[config.mk]
export PLATFORM = sky130hd
export DESIGN_NAME = mdu_unit
export DESIGN_NICKNAME = d
export VERILOG_FILES = /design/src/rtl/mdu_unit.sv
export SDC_FILE = /design/constraint.sdc
export NUM_CORES = 1
export LEC_CHECK = 0
export BUFFER_PORTS_ARGS = -buffer_cell sky130_fd_sc_hd__buf_4
export CORE_MARGIN = 4
export CORE_UTILIZATION = 40
export CTS_BUF_LIST = sky130_fd_sc_hd__clkbuf_8
export DETAILED_ROUTE_END_ITERATION = 12
export MAX_ROUTING_LAYER = met4
export SYNTH_ARGS = -nofsm -noshare
export SYNTH_HDL_FRONTEND = slang
export SYNTH_SLANG_ARGS = --single-unit
[constraint.sdc]
create_clock -name clk -period 3.44 [get_ports clk]
set_input_delay 1.032 -clock clk [delete_from_list [all_inputs] [get_ports clk]]
set_output_delay 1.032 -clock clk [all_outputs]
set_load 0.03 [all_outputs]
[src/rtl/mdu_unit.sv]
// Iterative 8-bit multiply/divide unit: shift-add multiply, restoring divide, 8 iterations.
// Define MDU_SIGNED_EN to enable two's-complement operation selected by op[1].
module mdu_unit (
  input  logic       clk,
  input  logic       rst,
  input  logic       start,
  input  logic [1:0] op,
  input  logic [7:0] input1,
  input  logic [7:0] input2,
  output logic       busy,
  output logic       done,
  output logic [7:0] hi,
  output logic [7:0] lo,
  output logic       div_by_zero
);

  typedef enum logic [1:0] {IDLE, CALC, DONE} state_e;

  state_e      state_q, state_d;
  logic [2:0]  cnt_q, cnt_d;
  logic        is_div_q, is_div_d;
  logic [7:0]  opnd_q, opnd_d;
  logic [15:0] acc_q, acc_d;
  logic [7:0]  hi_q, hi_d;
  logic [7:0]  lo_q, lo_d;
  logic        dbz_q, dbz_d;

  logic        accept;
  logic [7:0]  mag_a, mag_b;
  logic [8:0]  mul_sum, div_shift, div_trial;
  logic [15:0] acc_step, res_fix;

  assign accept = start && (state_q == IDLE || state_q == DONE);

`ifdef MDU_SIGNED_EN
  logic a_neg, b_neg;
  logic neg_lo_q, neg_hi_q;

  assign a_neg = op[1] & input1[7];
  assign b_neg = op[1] & input2[7];
  assign mag_a = a_neg ? (~input1 + 8'd1) : input1;
  assign mag_b = b_neg ? (~input2 + 8'd1) : input2;

  // Product and quotient take the XOR of operand signs; the remainder follows the dividend.
  always_ff @(posedge clk) begin
    if (rst) begin
      neg_lo_q <= 1'b0;
      neg_hi_q <= 1'b0;
    end else if (accept) begin
      neg_lo_q <= a_neg ^ b_neg;
      neg_hi_q <= a_neg;
    end
  end

  always_comb begin
    if (!is_div_q) begin
      res_fix = neg_lo_q ? (~acc_step + 16'd1) : acc_step;
    end else begin
      res_fix[15:8] = neg_hi_q ? (~acc_step[15:8] + 8'd1) : acc_step[15:8];
      res_fix[7:0]  = neg_lo_q ? (~acc_step[7:0] + 8'd1)  : acc_step[7:0];
    end
  end
`else
  logic unused_op1;
  assign unused_op1 = op[1];
  assign mag_a      = input1;
  assign mag_b      = input2;
  assign res_fix    = acc_step;
`endif

  // Multiply: acc = {partial product, remaining multiplier bits}.
  // Divide:   acc = {partial remainder, remaining dividend / quotient bits}.
  assign mul_sum   = {1'b0, acc_q[15:8]} + {1'b0, (acc_q[0] ? opnd_q : 8'h00)};
  assign div_shift = {acc_q[15:8], acc_q[7]};
  assign div_trial = div_shift - {1'b0, opnd_q};

  always_comb begin
    if (!is_div_q) begin
      acc_step = {mul_sum, acc_q[7:1]};
    end else if (div_trial[8]) begin
      acc_step = {div_shift[7:0], acc_q[6:0], 1'b0};
    end else begin
      acc_step = {div_trial[7:0], acc_q[6:0], 1'b1};
    end
  end

  // NOTE: every next-state signal gets its hold value first so no path can infer a latch.
  always_comb begin
    state_d  = state_q;
    cnt_d    = cnt_q;
    is_div_d = is_div_q;
    opnd_d   = opnd_q;
    acc_d    = acc_q;
    hi_d     = hi_q;
    lo_d     = lo_q;
    dbz_d    = dbz_q;
    case (state_q)
      IDLE, DONE: begin
        if (accept) begin
          is_div_d = op[0];
          cnt_d    = 3'd0;
          dbz_d    = 1'b0;
          if (op[0] && input2 == 8'h00) begin
            state_d = DONE;
            hi_d    = input1;
            lo_d    = 8'hFF;
            dbz_d   = 1'b1;
          end else begin
            state_d = CALC;
            opnd_d  = op[0] ? mag_b : mag_a;
            acc_d   = {8'h00, (op[0] ? mag_a : mag_b)};
          end
        end else begin
          state_d = IDLE;
        end
      end
      CALC: begin
        acc_d = acc_step;
        cnt_d = cnt_q + 3'd1;
        if (cnt_q == 3'd7) begin
          state_d = DONE;
          hi_d    = res_fix[15:8];
          lo_d    = res_fix[7:0];
        end
      end
      default: state_d = IDLE;
    endcase
  end

  // NOTE: sequential state uses non-blocking assignments so all registers update together.
  always_ff @(posedge clk) begin
    if (rst) begin
      state_q  <= IDLE;
      cnt_q    <= 3'd0;
      is_div_q <= 1'b0;
      opnd_q   <= 8'h00;
      acc_q    <= 16'h0000;
      hi_q     <= 8'h00;
      lo_q     <= 8'h00;
      dbz_q    <= 1'b0;
    end else begin
      state_q  <= state_d;
      cnt_q    <= cnt_d;
      is_div_q <= is_div_d;
      opnd_q   <= opnd_d;
      acc_q    <= acc_d;
      hi_q     <= hi_d;
      lo_q     <= lo_d;
      dbz_q    <= dbz_d;
    end
  end

  assign busy        = (state_q == CALC);
  assign done        = (state_q == DONE);
  assign hi          = hi_q;
  assign lo          = lo_q;
  assign div_by_zero = dbz_q;

endmodule

==> impl_metrics.prom <==
# TYPE chip_impl_metric gauge
chip_impl_info{name="critical_path.endpoint_type",value="flop"} 1
chip_impl_metric{name="rows",unit=""} 31
chip_impl_metric{name="static-leakage-power",unit="nW"} 1.549
chip_impl_metric{name="cts.htree.levels",unit=""} 2
chip_impl_metric{name="irDropWorstVdd",unit="mV"} 0.2119
chip_impl_metric{name="wire_length_reported_by_the_detailed_router",unit="µm"} 8840
chip_impl_metric{name="tightest_pin_transition",unit="ns"} 0.4816
chip_impl_metric{name="slew_violations",unit=""} 0
chip_impl_info{name="holdCritStartpoint",value="lo[5]$_SDFFE_PP0P_"} 1
chip_impl_info{name="synth_top_family_by_area",value="compound AO/OA/AOI/OAI gates"} 1
chip_impl_metric{name="design.final.nets",unit=""} 465
chip_impl_info{name="synthFlopType",value="sky130_fd_sc_hd__dfxtp_1"} 1
chip_impl_metric{name="drt_iter0_markers",unit=""} 193
chip_impl_metric{name="insertedDiodeCount",unit=""} 0
chip_impl_info{name="result_of_the_run",value="finished clean"} 1
chip_impl_metric{name="hold-path-cell-count",unit=""} 2
chip_impl_metric{name="postSynthAreaPerCell",unit="µm²"} 7.912
chip_impl_metric{name="yosys_warnings",unit=""} 0
chip_impl_info{name="kind_of_critical_path",value="reg2reg"} 1
chip_impl_metric{name="cts_repair_resize_count",unit=""} 0
chip_impl_metric{name="grt_max_degree",unit=""} 37
chip_impl_metric{name="gr-total-overflow",unit=""} 0
chip_impl_info{name="worst_r2r_startpoint",value="acc_q[7]$_SDFFE_PP0P_"} 1
chip_impl_metric{name="ratio_of_cells_with_drive_above_1_in_the_final_layout",unit="%"} 16.94
chip_impl_metric{name="dieArea",unit="µm²"} 9162
chip_impl_metric{name="clock.fmax",unit="GHz"} 0.3610
chip_impl_metric{name="fin_worst_skew",unit="ns"} 0.004188
chip_impl_info{name="rsz_0062_raised_after_global_routing",value="false"} 1
chip_impl_metric{name="worstPathRequired",unit="ns"} 3.63
chip_impl_metric{name="critical_path_peak_fanout",unit=""} 7
chip_impl_metric{name="synth_xor_area_share",unit="%"} 1.138
chip_impl_metric{name="post_synth_fa_ha_maj_area_fraction",unit="%"} 8.618
chip_impl_metric{name="dp_hpwl",unit="µm"} 6415
chip_impl_metric{name="synthesis.instances",unit=""} 389
chip_impl_metric{name="synth_compound_gate_area_share",unit="%"} 25.20
chip_impl_metric{name="core",unit="µm²"} 7370
chip_impl_metric{name="finalWeightedCongestion",unit=""} 0.9147
chip_impl_metric{name="grt_util_met1",unit="%"} 29.16
chip_impl_metric{name="synth_seq_area_share",unit="%"} 30.57
chip_impl_metric{name="all_layer_global_routing_usage",unit="%"} 20.82
chip_impl_metric{name="synth-seq-cells",unit=""} 47
chip_impl_info{name="crit_start_category",value="flop"} 1
chip_impl_metric{name="drt-pass1-iter-count",unit=""} 5
chip_impl_metric{name="synthDistinctLibCells",unit=""} 51
chip_impl_metric{name="finalPower",unit="mW"} 1.276
chip_impl_metric{name="asyncSetResetFlopFracSynth",unit="%"} 0
chip_impl_metric{name="globalRouteMet2Util",unit="%"} 31.33
chip_impl_metric{name="netlist_area_before_placement",unit="µm²"} 3078
chip_impl_metric{name="syn_to_final_growth",unit="%"} 16.30
chip_impl_metric{name="global_route_wire_length_before_repair",unit="µm"} 14480
chip_impl_metric{name="io_buffer_count",unit=""} 38
chip_impl_metric{name="final_min_period_over_clock_period",unit="%"} 80.53
chip_impl_metric{name="grtUsageMet3",unit="%"} 3.049
chip_impl_metric{name="route.vias.total",unit=""} 3011
chip_impl_metric{name="post-cts-setup-buffers",unit=""} 0
chip_impl_metric{name="floorplan_die_height",unit="µm"} 95.72
chip_impl_metric{name="worst-r2r-cell-count",unit=""} 10
chip_impl_metric{name="drc",unit=""} 0
chip_impl_metric{name="finalCriticalPeriod",unit="ns"} 2.770
chip_impl_info{name="cts_root_buffer",value="sky130_fd_sc_hd__clkbuf_8"} 1
chip_impl_metric{name="route.antenna.remaining_nets",unit=""} 0
chip_impl_metric{name="setup_viol_count_final",unit=""} 0
chip_impl_metric{name="ctsLongestPathBuffers",unit=""} 2
chip_impl_info{name="grt_busiest_layer",value="met2"} 1
chip_impl_metric{name="worst_ep_arrival_time",unit="ns"} 2.96
chip_impl_metric{name="numClockSinks",unit=""} 47
chip_impl_info{name="cts_tree",value="built"} 1
chip_impl_metric{name="post_synth_mux_area_share",unit="%"} 9.350
chip_impl_metric{name="synth-simple-area-share",unit="%"} 20.69
chip_impl_metric{name="power.density",unit="nW/µm²"} 356.4
chip_impl_metric{name="worst_max_slew_margin_expressed_relative_to_the_limit",unit="%"} 67.60
chip_impl_metric{name="grt_antenna_before_repair",unit=""} 0
chip_impl_info{name="worstReg2RegEnd",value="hi[2]$_SDFFE_PP0P_"} 1
chip_impl_metric{name="clkSlewWorstSetupHoldPaths",unit="ns"} 0.10
chip_impl_info{name="synth_top_area_cell",value="sky130_fd_sc_hd__dfxtp_1"} 1
chip_impl_info{name="synth.top_cells.by_area",value="sky130_fd_sc_hd__dfxtp_1, sky130_fd_sc_hd__ha_1, sky130_fd_sc_hd__mux2i_1"} 1
chip_impl_info{name="min-delay-path-class",value="reg2reg"} 1
chip_impl_metric{name="synth_edf_count",unit=""} 0
chip_impl_metric{name="grt_pass1_vias",unit=""} 2876
chip_impl_metric{name="cap_violations",unit=""} 0
chip_impl_metric{name="insertion_delay",unit="ns"} 0.30
chip_impl_metric{name="syn-num-nets",unit=""} 430
chip_impl_metric{name="cts_inserted_buffers",unit=""} 5
chip_impl_metric{name="initial_utilization",unit="%"} 41.77
chip_impl_metric{name="via_per_instance_ratio",unit=""} 5.746
chip_impl_metric{name="holdBufCountCts",unit=""} 0
chip_impl_info{name="worstHoldEndpoint",value="lo[5]$_SDFFE_PP0P_"} 1
chip_impl_metric{name="die_width",unit="µm"} 95.72
chip_impl_metric{name="avgRoutedWirePerCell",unit="µm"} 16.87
chip_impl_metric{name="hold_viol_final",unit=""} 0
chip_impl_metric{name="io_pins",unit=""} 40
chip_impl_metric{name="synth_top_cell_area_share",unit="%"} 30.57
chip_impl_metric{name="regToRegSetupSlack",unit="ns"} 0.67
chip_impl_metric{name="fin_setup_tns",unit="ns"} 0
[area by class of cell]
| class | instances | area (µm²) |
|---|---|---|
| Sequential cell | 47 | 940.9 |
| Timing Repair Buffer | 49 | 367.9 |
| Inverter | 14 | 52.55 |
| Clock inverter | 3 | 18.77 |
| Fill cell | 769 | 3790 |
| Clock buffer | 5 | 68.82 |
| Tap cell | 99 | 123.9 |
| Multi-Input combinational cell | 307 | 2007 |
[cells by family (layout without fill, tap and decap cells)]
family / count (synthesis) / after routing
flip-flops: 47 / 47
multiplexers: 27 / 27
AND/OR/NAND/NOR: 137 / 137
adder cells (fa/ha/maj): 20 / 20
buffers and inverters: 35 / 71
AO/OA/AOI/OAI: 119 / 119
XOR/XNOR: 4 / 4
[worst max-delay path, stage by stage, from the launching register on]
cell                       delay (ns)
sky130_fd_sc_hd__dfxtp_1         0.32
sky130_fd_sc_hd__inv_1           0.11
sky130_fd_sc_hd__ha_1            0.20
sky130_fd_sc_hd__inv_1           0.06
sky130_fd_sc_hd__fa_1            0.44
sky130_fd_sc_hd__a211oi_4        0.29
sky130_fd_sc_hd__o21bai_2        0.16
sky130_fd_sc_hd__mux2_4          0.37
sky130_fd_sc_hd__or3_1           0.31
sky130_fd_sc_hd__a31oi_1         0.28
sky130_fd_sc_hd__a31oi_1         0.12
[placed cells by master, fill, tap and decap left out, types with 2 or more instances in the layout]
cell,netlist,routed
sky130_fd_sc_hd__nor4_1,2,2
sky130_fd_sc_hd__o21ai_0,25,25
sky130_fd_sc_hd__a21o_1,4,4
sky130_fd_sc_hd__nand2_1,37,37
sky130_fd_sc_hd__o211ai_1,11,11
sky130_fd_sc_hd__and2_1,11,11
sky130_fd_sc_hd__clkbuf_8,0,5
sky130_fd_sc_hd__a211oi_1,19,19
sky130_fd_sc_hd__or3_1,2,2
sky130_fd_sc_hd__nor2b_1,6,6
sky130_fd_sc_hd__nand2b_1,5,5
sky130_fd_sc_hd__buf_4,0,49
sky130_fd_sc_hd__a21oi_1,27,27
sky130_fd_sc_hd__xnor2_1,2,2
sky130_fd_sc_hd__nand3b_1,2,2
sky130_fd_sc_hd__nor2_1,48,48
sky130_fd_sc_hd__ha_1,18,18
sky130_fd_sc_hd__inv_1,14,14
sky130_fd_sc_hd__a2bb2oi_1,2,2
sky130_fd_sc_hd__clkinv_2,0,2
sky130_fd_sc_hd__dfxtp_1,47,47
sky130_fd_sc_hd__xor2_1,2,2
sky130_fd_sc_hd__a22oi_1,2,2
sky130_fd_sc_hd__mux2_2,7,7
sky130_fd_sc_hd__fa_1,2,2
sky130_fd_sc_hd__nor3_1,9,9
sky130_fd_sc_hd__nor3b_1,3,3
sky130_fd_sc_hd__and3_1,3,3
sky130_fd_sc_hd__nand3_1,6,6
sky130_fd_sc_hd__mux2i_1,18,18
sky130_fd_sc_hd__a31oi_1,14,13
[stage by stage]
step | utilization [%] | instance area [µm²] | hold slack (ns) | setup WS (ns) | std cells
2_1_floorplan | - | 3078 | 0.4649 | 1.038 | 389
3_3_place_gp | 47.39 | 3492 | 0.4883 | 0.7136 | 516
3_5_place_dp | 47.39 | 3492 | 0.4942 | 0.6962 | 516
4_1_cts | 48.57 | 3580 | 0.5067 | 0.6592 | 524
5_1_grt | 48.57 | 3580 | 0.5332 | 0.5254 | 524
6_report | 48.57 | 3580 | 0.5048 | 0.6698 | 524
[cell usage after synthesis (2+ instances only)]
| cell | n |
|---|---|
| sky130_fd_sc_hd__nor2_1 | 48 |
| sky130_fd_sc_hd__dfxtp_1 | 47 |
| sky130_fd_sc_hd__nand2_1 | 37 |
| sky130_fd_sc_hd__a21oi_1 | 27 |
| sky130_fd_sc_hd__o21ai_0 | 25 |
| sky130_fd_sc_hd__a211oi_1 | 19 |
| sky130_fd_sc_hd__ha_1 | 18 |
| sky130_fd_sc_hd__mux2i_1 | 18 |
| sky130_fd_sc_hd__clkbuf_1 | 15 |
| sky130_fd_sc_hd__a31oi_1 | 14 |
| sky130_fd_sc_hd__inv_1 | 14 |
| sky130_fd_sc_hd__and2_1 | 11 |
| sky130_fd_sc_hd__o211ai_1 | 11 |
| sky130_fd_sc_hd__nor3_1 | 9 |
| sky130_fd_sc_hd__mux2_2 | 7 |
| sky130_fd_sc_hd__nand3_1 | 6 |
| sky130_fd_sc_hd__nor2b_1 | 6 |
| sky130_fd_sc_hd__nand2b_1 | 5 |
| sky130_fd_sc_hd__a21o_1 | 4 |
| sky130_fd_sc_hd__buf_2 | 4 |
| sky130_fd_sc_hd__and3_1 | 3 |
| sky130_fd_sc_hd__nor3b_1 | 3 |
| sky130_fd_sc_hd__a22oi_1 | 2 |
| sky130_fd_sc_hd__a2bb2oi_1 | 2 |
| sky130_fd_sc_hd__buf_1 | 2 |
| sky130_fd_sc_hd__fa_1 | 2 |
| sky130_fd_sc_hd__nand3b_1 | 2 |
| sky130_fd_sc_hd__nor4_1 | 2 |
| sky130_fd_sc_hd__or3_1 | 2 |
| sky130_fd_sc_hd__xnor2_1 | 2 |
| sky130_fd_sc_hd__xor2_1 | 2 |
[report_power, final]
part           switching [mW]  internal (mW)
combinational           0.191          0.142
sequential             0.0251          0.568
clock                   0.207          0.144
total                   0.423          0.853
[registers in the layout, indices dropped and copies added, names as in the netlist]
signal,cells
state_q,2
lo,8
acc_q,16
opnd_q,8
cnt_q,3
hi,8
div_by_zero,1
is_div_q,1
[worst max path at each step]
stage / endpoint / depth (start not counted) / startpoint / slack (ns)
floorplan: hi[2]$_SDFFE_PP0P_ / 10 / acc_q[7]$_SDFFE_PP0P_ / 1.04
global placement: hi[2]$_SDFFE_PP0P_ / 10 / acc_q[7]$_SDFFE_PP0P_ / 0.71
detailed placement: hi[2]$_SDFFE_PP0P_ / 10 / acc_q[7]$_SDFFE_PP0P_ / 0.70
CTS: hi[2]$_SDFFE_PP0P_ / 10 / acc_q[7]$_SDFFE_PP0P_ / 0.66
global route: hi[2]$_SDFFE_PP0P_ / 10 / acc_q[7]$_SDFFE_PP0P_ / 0.53
finish: hi[2]$_SDFFE_PP0P_ / 10 / acc_q[7]$_SDFFE_PP0P_ / 0.67
[layer usage]
layer	up-vias	share of wire [%]
met4	0	2.0
met1	1422	49
met5	-	0
met3	20	4.8
li1	1483	-
met2	86	44
Power figures use the tool's default switching activity.
